--- src/rtl/cnn_cfg_master.sv ---
// Avalon-MM master: writes a CNN job descriptor, starts the job and polls status.
// Optional poll timeout enabled by defining CNN_CFG_TIMEOUT_EN.
module cnn_cfg_master #(
  parameter int unsigned POLL_GAP = 4,
  parameter int unsigned TIMEOUT  = 1048576
) (
  input  logic        clk,
  input  logic        rstn,
  input  logic        cmd_valid,
  output logic        cmd_ready,
  input  logic [63:0] cmd_in1,
  input  logic [63:0] cmd_out1,
  input  logic [63:0] cmd_scale,
  input  logic [63:0] cmd_wl,
  input  logic [63:0] cmd_param,
  output logic [2:0]  avm_address,
  output logic        avm_write,
  output logic        avm_read,
  output logic [31:0] avm_writedata,
  input  logic [31:0] avm_readdata,
  input  logic        avm_waitrequest,
  output logic        busy,
  output logic        job_done,
  output logic        job_err
);

  localparam int unsigned GW = (POLL_GAP > 1) ? $clog2(POLL_GAP) : 1;

  typedef enum logic [2:0] {
    S_IDLE, S_WRITE, S_START, S_POLL, S_GAP, S_FINISH
  } state_t;

  state_t            state_q, state_d;
  logic [4:0][63:0]  desc_q, desc_d;
  logic [3:0]        k_q, k_d, k_next;
  logic [GW-1:0]     gap_q, gap_d;
  logic [2:0]        addr_q, addr_d;
  logic [31:0]       wdata_q, wdata_d;
  logic              wr_q, wr_d, rd_q, rd_d;
  logic              ready_q, ready_d, busy_q, busy_d, done_q, done_d;
  logic              wr_ok, rd_ok;
  logic              unused_cfg;

  // Even word index carries the high half: the slave shifts writes in from the low side.
  function automatic logic [31:0] word_of(input logic [4:0][63:0] d, input logic [3:0] k);
    logic [63:0] f;
    f = d[k[3:1]];
    return k[0] ? f[31:0] : f[63:32];
  endfunction

  assign wr_ok  = wr_q && !avm_waitrequest;
  assign rd_ok  = rd_q && !avm_waitrequest;
  assign k_next = k_q + 4'd1;

`ifdef CNN_CFG_TIMEOUT_EN
  logic [31:0] to_q, to_d;
  logic        err_q, err_d;
`endif

  always_comb begin
    state_d = state_q;
    desc_d  = desc_q;
    k_d     = k_q;
    gap_d   = gap_q;
    addr_d  = addr_q;
    wdata_d = wdata_q;
    wr_d    = wr_q;
    rd_d    = rd_q;
    done_d  = 1'b0;
`ifdef CNN_CFG_TIMEOUT_EN
    to_d    = to_q;
    err_d   = 1'b0;
`endif
    case (state_q)
      S_IDLE: begin
        if (cmd_valid && ready_q) begin
          desc_d  = {cmd_param, cmd_wl, cmd_scale, cmd_out1, cmd_in1};
          k_d     = '0;
          addr_d  = 3'd0;
          wdata_d = cmd_in1[63:32];
          wr_d    = 1'b1;
          state_d = S_WRITE;
        end
      end
      S_WRITE: begin
        if (wr_ok) begin
          if (k_q == 4'd9) begin
            addr_d  = 3'd5;
            wdata_d = 32'h1;
            state_d = S_START;
          end else begin
            k_d     = k_next;
            addr_d  = k_next[3:1];
            wdata_d = word_of(desc_q, k_next);
          end
        end
      end
      S_START: begin
        if (wr_ok) begin
          wr_d    = 1'b0;
          rd_d    = 1'b1;
          state_d = S_POLL;
`ifdef CNN_CFG_TIMEOUT_EN
          to_d    = '0;
`endif
        end
      end
      S_POLL: begin
        if (rd_ok) begin
          if (!avm_readdata[0]) begin
            rd_d    = 1'b0;
            done_d  = 1'b1;
            state_d = S_FINISH;
          end else if (POLL_GAP != 0) begin
            rd_d    = 1'b0;
            gap_d   = GW'(POLL_GAP - 1);
            state_d = S_GAP;
          end
        end
      end
      S_GAP: begin
        if (gap_q == '0) begin
          rd_d    = 1'b1;
          state_d = S_POLL;
        end else begin
          gap_d = gap_q - 1'b1;
        end
      end
      S_FINISH: state_d = S_IDLE;
      default:  state_d = S_IDLE;
    endcase
`ifdef CNN_CFG_TIMEOUT_EN
    // Timeout never cuts a stalled read short and yields to a genuine completion.
    if (state_q == S_POLL || state_q == S_GAP) begin
      to_d = to_q + 32'd1;
      if (to_q == 32'(TIMEOUT - 1) && !(rd_q && avm_waitrequest) && state_d != S_FINISH) begin
        rd_d    = 1'b0;
        done_d  = 1'b1;
        err_d   = 1'b1;
        state_d = S_FINISH;
      end
    end
`endif
    ready_d = (state_d == S_IDLE);
    busy_d  = (state_d != S_IDLE);
  end

  always_ff @(posedge clk or negedge rstn) begin
    if (!rstn) begin
      state_q <= S_IDLE;
      desc_q  <= '0;
      k_q     <= '0;
      gap_q   <= '0;
      addr_q  <= '0;
      wdata_q <= '0;
      wr_q    <= 1'b0;
      rd_q    <= 1'b0;
      ready_q <= 1'b0;
      busy_q  <= 1'b0;
      done_q  <= 1'b0;
`ifdef CNN_CFG_TIMEOUT_EN
      to_q    <= '0;
      err_q   <= 1'b0;
`endif
    end else begin
      state_q <= state_d;
      desc_q  <= desc_d;
      k_q     <= k_d;
      gap_q   <= gap_d;
      addr_q  <= addr_d;
      wdata_q <= wdata_d;
      wr_q    <= wr_d;
      rd_q    <= rd_d;
      ready_q <= ready_d;
      busy_q  <= busy_d;
      done_q  <= done_d;
`ifdef CNN_CFG_TIMEOUT_EN
      to_q    <= to_d;
      err_q   <= err_d;
`endif
    end
  end

  assign cmd_ready     = ready_q;
  assign avm_address   = addr_q;
  assign avm_writedata = wdata_q;
  assign avm_write     = wr_q;
  assign avm_read      = rd_q;
  assign busy          = busy_q;
  assign job_done      = done_q;
`ifdef CNN_CFG_TIMEOUT_EN
  assign job_err       = err_q;
`else
  assign job_err       = 1'b0;
`endif

  assign unused_cfg = ^{avm_readdata[31:1], 32'(TIMEOUT)};

endmodule
--- config.mk ---
export PLATFORM = sky130hd
export DESIGN_NAME = cnn_cfg_master
export DESIGN_NICKNAME = d
export VERILOG_FILES = /design/src/rtl/cnn_cfg_master.sv
export SDC_FILE = /design/constraint.sdc
export NUM_CORES = 1
export LEC_CHECK = 0
export ABC_AREA = 1
export ABC_CLOCK_PERIOD_IN_PS = 4300
export BUFFER_PORTS_ARGS = -buffer_cell sky130_fd_sc_hd__buf_2
export CAP_MARGIN = 20
export CORE_ASPECT_RATIO = 0.5
export CORE_UTILIZATION = 57
export CTS_CLUSTER_SIZE = 40
export DETAILED_ROUTE_END_ITERATION = 6
export PLACE_DENSITY = 0.84
export SYNTH_ARGS = -nofsm -noshare
export SYNTH_HDL_FRONTEND = slang
export SYNTH_SLANG_ARGS = --single-unit
export TNS_END_PERCENT = 5
--- constraint.sdc ---
create_clock -name clk -period 4.3 [get_ports clk]
set_input_delay 0 -clock clk [delete_from_list [all_inputs] [get_ports clk]]
set_output_delay 0 -clock clk [all_outputs]
set_load 0.01 [all_outputs]
==> impl_metrics.env <==
export IMPL_ctsHoldBuffers=325
export IMPL_setup_viol=0
export IMPL_dpl_hpwl_mm=37.4
export IMPL_layout_drive_gt1_share_pct=15.6
export IMPL_max_stage_delay_ps=880
export IMPL_regArea_sq_um=9240
export IMPL_synth_largest_area_cell="dfrtp_1"
export IMPL_gp_congestion=1.02
export IMPL_finalHoldViolCount=0
export IMPL_clk_path_buf_depth=3
export IMPL_path_max_fanout=74
export IMPL_worst_path_buf_inv=2
export IMPL_cts_root_buf="clkbuf_16"
export IMPL_grt_pass1_wl_mm=109
export IMPL_die_w_microns=249
export IMPL_antenna_found_initial=14
export IMPL_num_rows=44
export IMPL_yosysTopAreaCellShare_pct=53.2
export IMPL_num_io_pins=397
export IMPL_worst_path_max_delay_cell="ha_4"
export IMPL_status="finished, final reports clean"
export IMPL_syn_mean_instance_area_sq_um=7.54
export IMPL_synth_warnings=0
export IMPL_syn_area_sq_um=17400
export IMPL_cap_violations=0
export IMPL_multi_input_area_sq_um=7000
export IMPL_finalMaxSlewViolations=0
export IMPL_relSlewSlack_pct=26.8
export IMPL_critPathCaptureType="flip-flop"
export IMPL_path_cells="ha_4 -> inv_4 -> buf_12 -> o21ai_0 -> nand2_1 -> nand2_1 -> nand3_1 -> a21oi_1"
export IMPL_max_freq_ghz=0.289
export IMPL_tightest_slew_ps=1100
export IMPL_grt_overflow_total=0
export IMPL_finalClockSkew_ps=19.9
export IMPL_htreeDepth=1
export IMPL_grt_pass1_vias=19600
export IMPL_pwr_density_cell_nw_per_um2=747
export IMPL_worstSetupPathType="reg -> reg"
export IMPL_drtAntennaViolNets=0
export IMPL_wl_per_cell_microns=21.5
export IMPL_die_height_microns=125
export IMPL_clock_latency_ps=600
export IMPL_instances_no_fill=3325
export IMPL_setup_tns_ps=0
export IMPL_irDropWorstVdd_uv=496
export IMPL_wirelength_mm=71.4
export IMPL_final_util_pct=80.3
export IMPL_ys_seq_area_share_pct=53.2
export IMPL_io_buffers=364
export IMPL_coreArea_sq_um=29500
export IMPL_cp_data_required_time_ps=4780
export IMPL_cts_tree="built"
export IMPL_area_growth_pct=36.2
export IMPL_num_fill_cells=1732
export IMPL_clk_pin_slew_worst_paths_ps=80
export IMPL_crit_path_start_kind="flip-flop"
export IMPL_first_pass_iters=7
export IMPL_layout_nets=3256
export IMPL_cp_top_family="adder cells"
export IMPL_power_leakage_nw=12.2
export IMPL_worst_path_most_repeated_cell="nand2_1"
export IMPL_drc_errors=0
export IMPL_cts_buffers=31
export IMPL_cts_resized=0
export IMPL_rsz0062_at_grt="false"
export IMPL_grt_max_degree=118
export IMPL_dieArea_sq_um=31200
export IMPL_synth_ff_latch_count=369
export IMPL_synth_distinct_cells=28
export IMPL_cts_setup_buffers=0
export IMPL_min_path_type="in -> async"
export IMPL_synth_nets=2662
export IMPL_vias_per_cell=5.95
export IMPL_clock_sinks=369
export IMPL_min_period_over_period_pct=80.6
export IMPL_initial_core_util_pct=58.9
export IMPL_track_usage_pct=46.2
export IMPL_place_inst=2930
export IMPL_fin_crit_ps=3470
export IMPL_cp_arrival_ps=3940
export IMPL_num_vias=19800
export IMPL_synthCells=2303
export IMPL_drtIter0Drc=2973
export IMPL_synthTopCellsByArea="dfrtp_1 (53%), nand2_1 (24%), o21ai_0 (6.2%)"
## where the power goes
group / internal (mW) / switching, mW / leakage, nW
combinational: 2.53 / 5.80 / 7.09
clock: 1.85 / 1.40 / 0.559
sequential: 5.12 / 0.975 / 4.52
total: 9.50 / 8.17 / 12.2
## per-stage QoR
stage	hold slack (ps)	total power, mW	worst slack (ps)	instance area [sq um]
global route	113	18.5	770	23600
finish	25.3	17.7	834	23600
floorplan	-296	10.8	2570	17400
global placement	112	13.1	1120	19200
detailed placement	108	13.3	1110	19200
CTS	80.9	16.8	1060	23600
## Yosys cell counts
master	number
nor3_1	2
clkbuf_1	46
nor2_4	1
inv_2	7
o21ai_1	7
a21oi_1	160
dfrtp_1	369
nor2_2	3
buf_4	9
ha_1	3
nand4_2	1
conb_1	1
nand2_4	2
inv_4	1
nor3_2	1
o21a_1	1
nand4_1	3
a211o_1	1
buf_1	4
nand2_1	1113
nor2_1	43
nand2_2	3
inv_1	110
a21oi_2	1
nand3b_1	1
buf_2	89
nand3_1	106
o21ai_0	215
## state kept, by name, summed over array words and instances, names as in the netlist
register       cells
desc_q           320
avm_writedata     32
k_q                4
avm_address        3
state_q            3
gap_q              2
avm_read           1
avm_write          1
busy               1
cmd_ready          1
job_done           1
## cells by family (layout without fill, tap and decap cells)
group | after synthesis | in the layout | synth area share, %
AND/OR/NAND/NOR | 1279 | 1279 | 28.8
AO/OA/AOI/OAI | 385 | 385 | 11.2
flip-flops | 369 | 369 | 53.2
buffers and inverters | 266 | 884 | 6.60
adder cells (fa/ha/maj) | 3 | 3 | 0.216
other | 1 | 14 | 0.0216
## worst paths after layout
path / slack, ps / cells after the start / startpoint / endpoint
setup / recovery: 830 / 8 / k_q[0] / avm_writedata[11]
hold / removal: 30 / 2 / rstn / desc_q[133]
setup reg to reg: 830 / 8 / k_q[0] / avm_writedata[11]
hold reg to reg: 480 / 2 / desc_q[141] / desc_q[141]
max in group asynchronous: 3030 / 3 / rstn / desc_q[4]
min in group clk: 140 / 4 / cmd_scale[29] / desc_q[157]
## worst register-to-register path: cells and delay by family, from the launching register on
kind                       cells  cell delay [ps]
AOI/OAI and AO/OA              2              560
adders and majority gates      1              900
buffers and inverters          2              850
DFF                            1              690
and+or+nand+nor                3              350
## layout make-up
class                      instances  share of cell area [%]
sequential                       369                    39.1
clock inverter                    14                    1.05
multi-input combinational       1668                    29.6
antenna                           13                   0.138
timing repair buffer             709                    22.4
clock buffer                      43                    3.73
tap                              391                    2.07
inverter                         118                    1.93
## routing by layer
| layer | vias to the layer above | wire, microns | share of wire [%] | global-route usage (%) |
|---|---|---|---|---|
| met4 | 2 | 6280 | 8.8 | 32.8 |
| li1 | 8423 | - | - | - |
| met5 | - | 13 | 0.018 | 0.301 |
| met1 | 9151 | 24600 | 35 | 54.9 |
| met2 | 1664 | 30900 | 43 | 69.6 |
| met3 | 535 | 9560 | 13 | 17.6 |
## layout by cell type (no fill, tap or decap)
master            n
buf_12            5
nor3_2            1
a211o_1           1
nand4_1           3
dlygate4sd3_1   325
diode_2          13
clkbuf_1          6
nand4_4           1
nand2_1        1113
clkbuf_16        31
bufinv_16         7
nand3_1         106
conb_1            1
clkbuf_8          6
nor2_1           43
clkinv_2          6
buf_2           363
inv_2             5
ha_1              2
buf_4            15
nor3_1            2
buf_8             1
o21ai_1           7
nor2_4            1
nand2_4           2
dfrtp_1         368
inv_8             1
dfrtp_4           1
ha_4              1
a21oi_1         160
nand3b_1          1
nand2_2           3
o21a_1            1
inv_1           110
a21oi_2           1
inv_4             2
nor2_2            3
o21ai_0         215
inv_6             1
(Power assumes the default switching activity.)
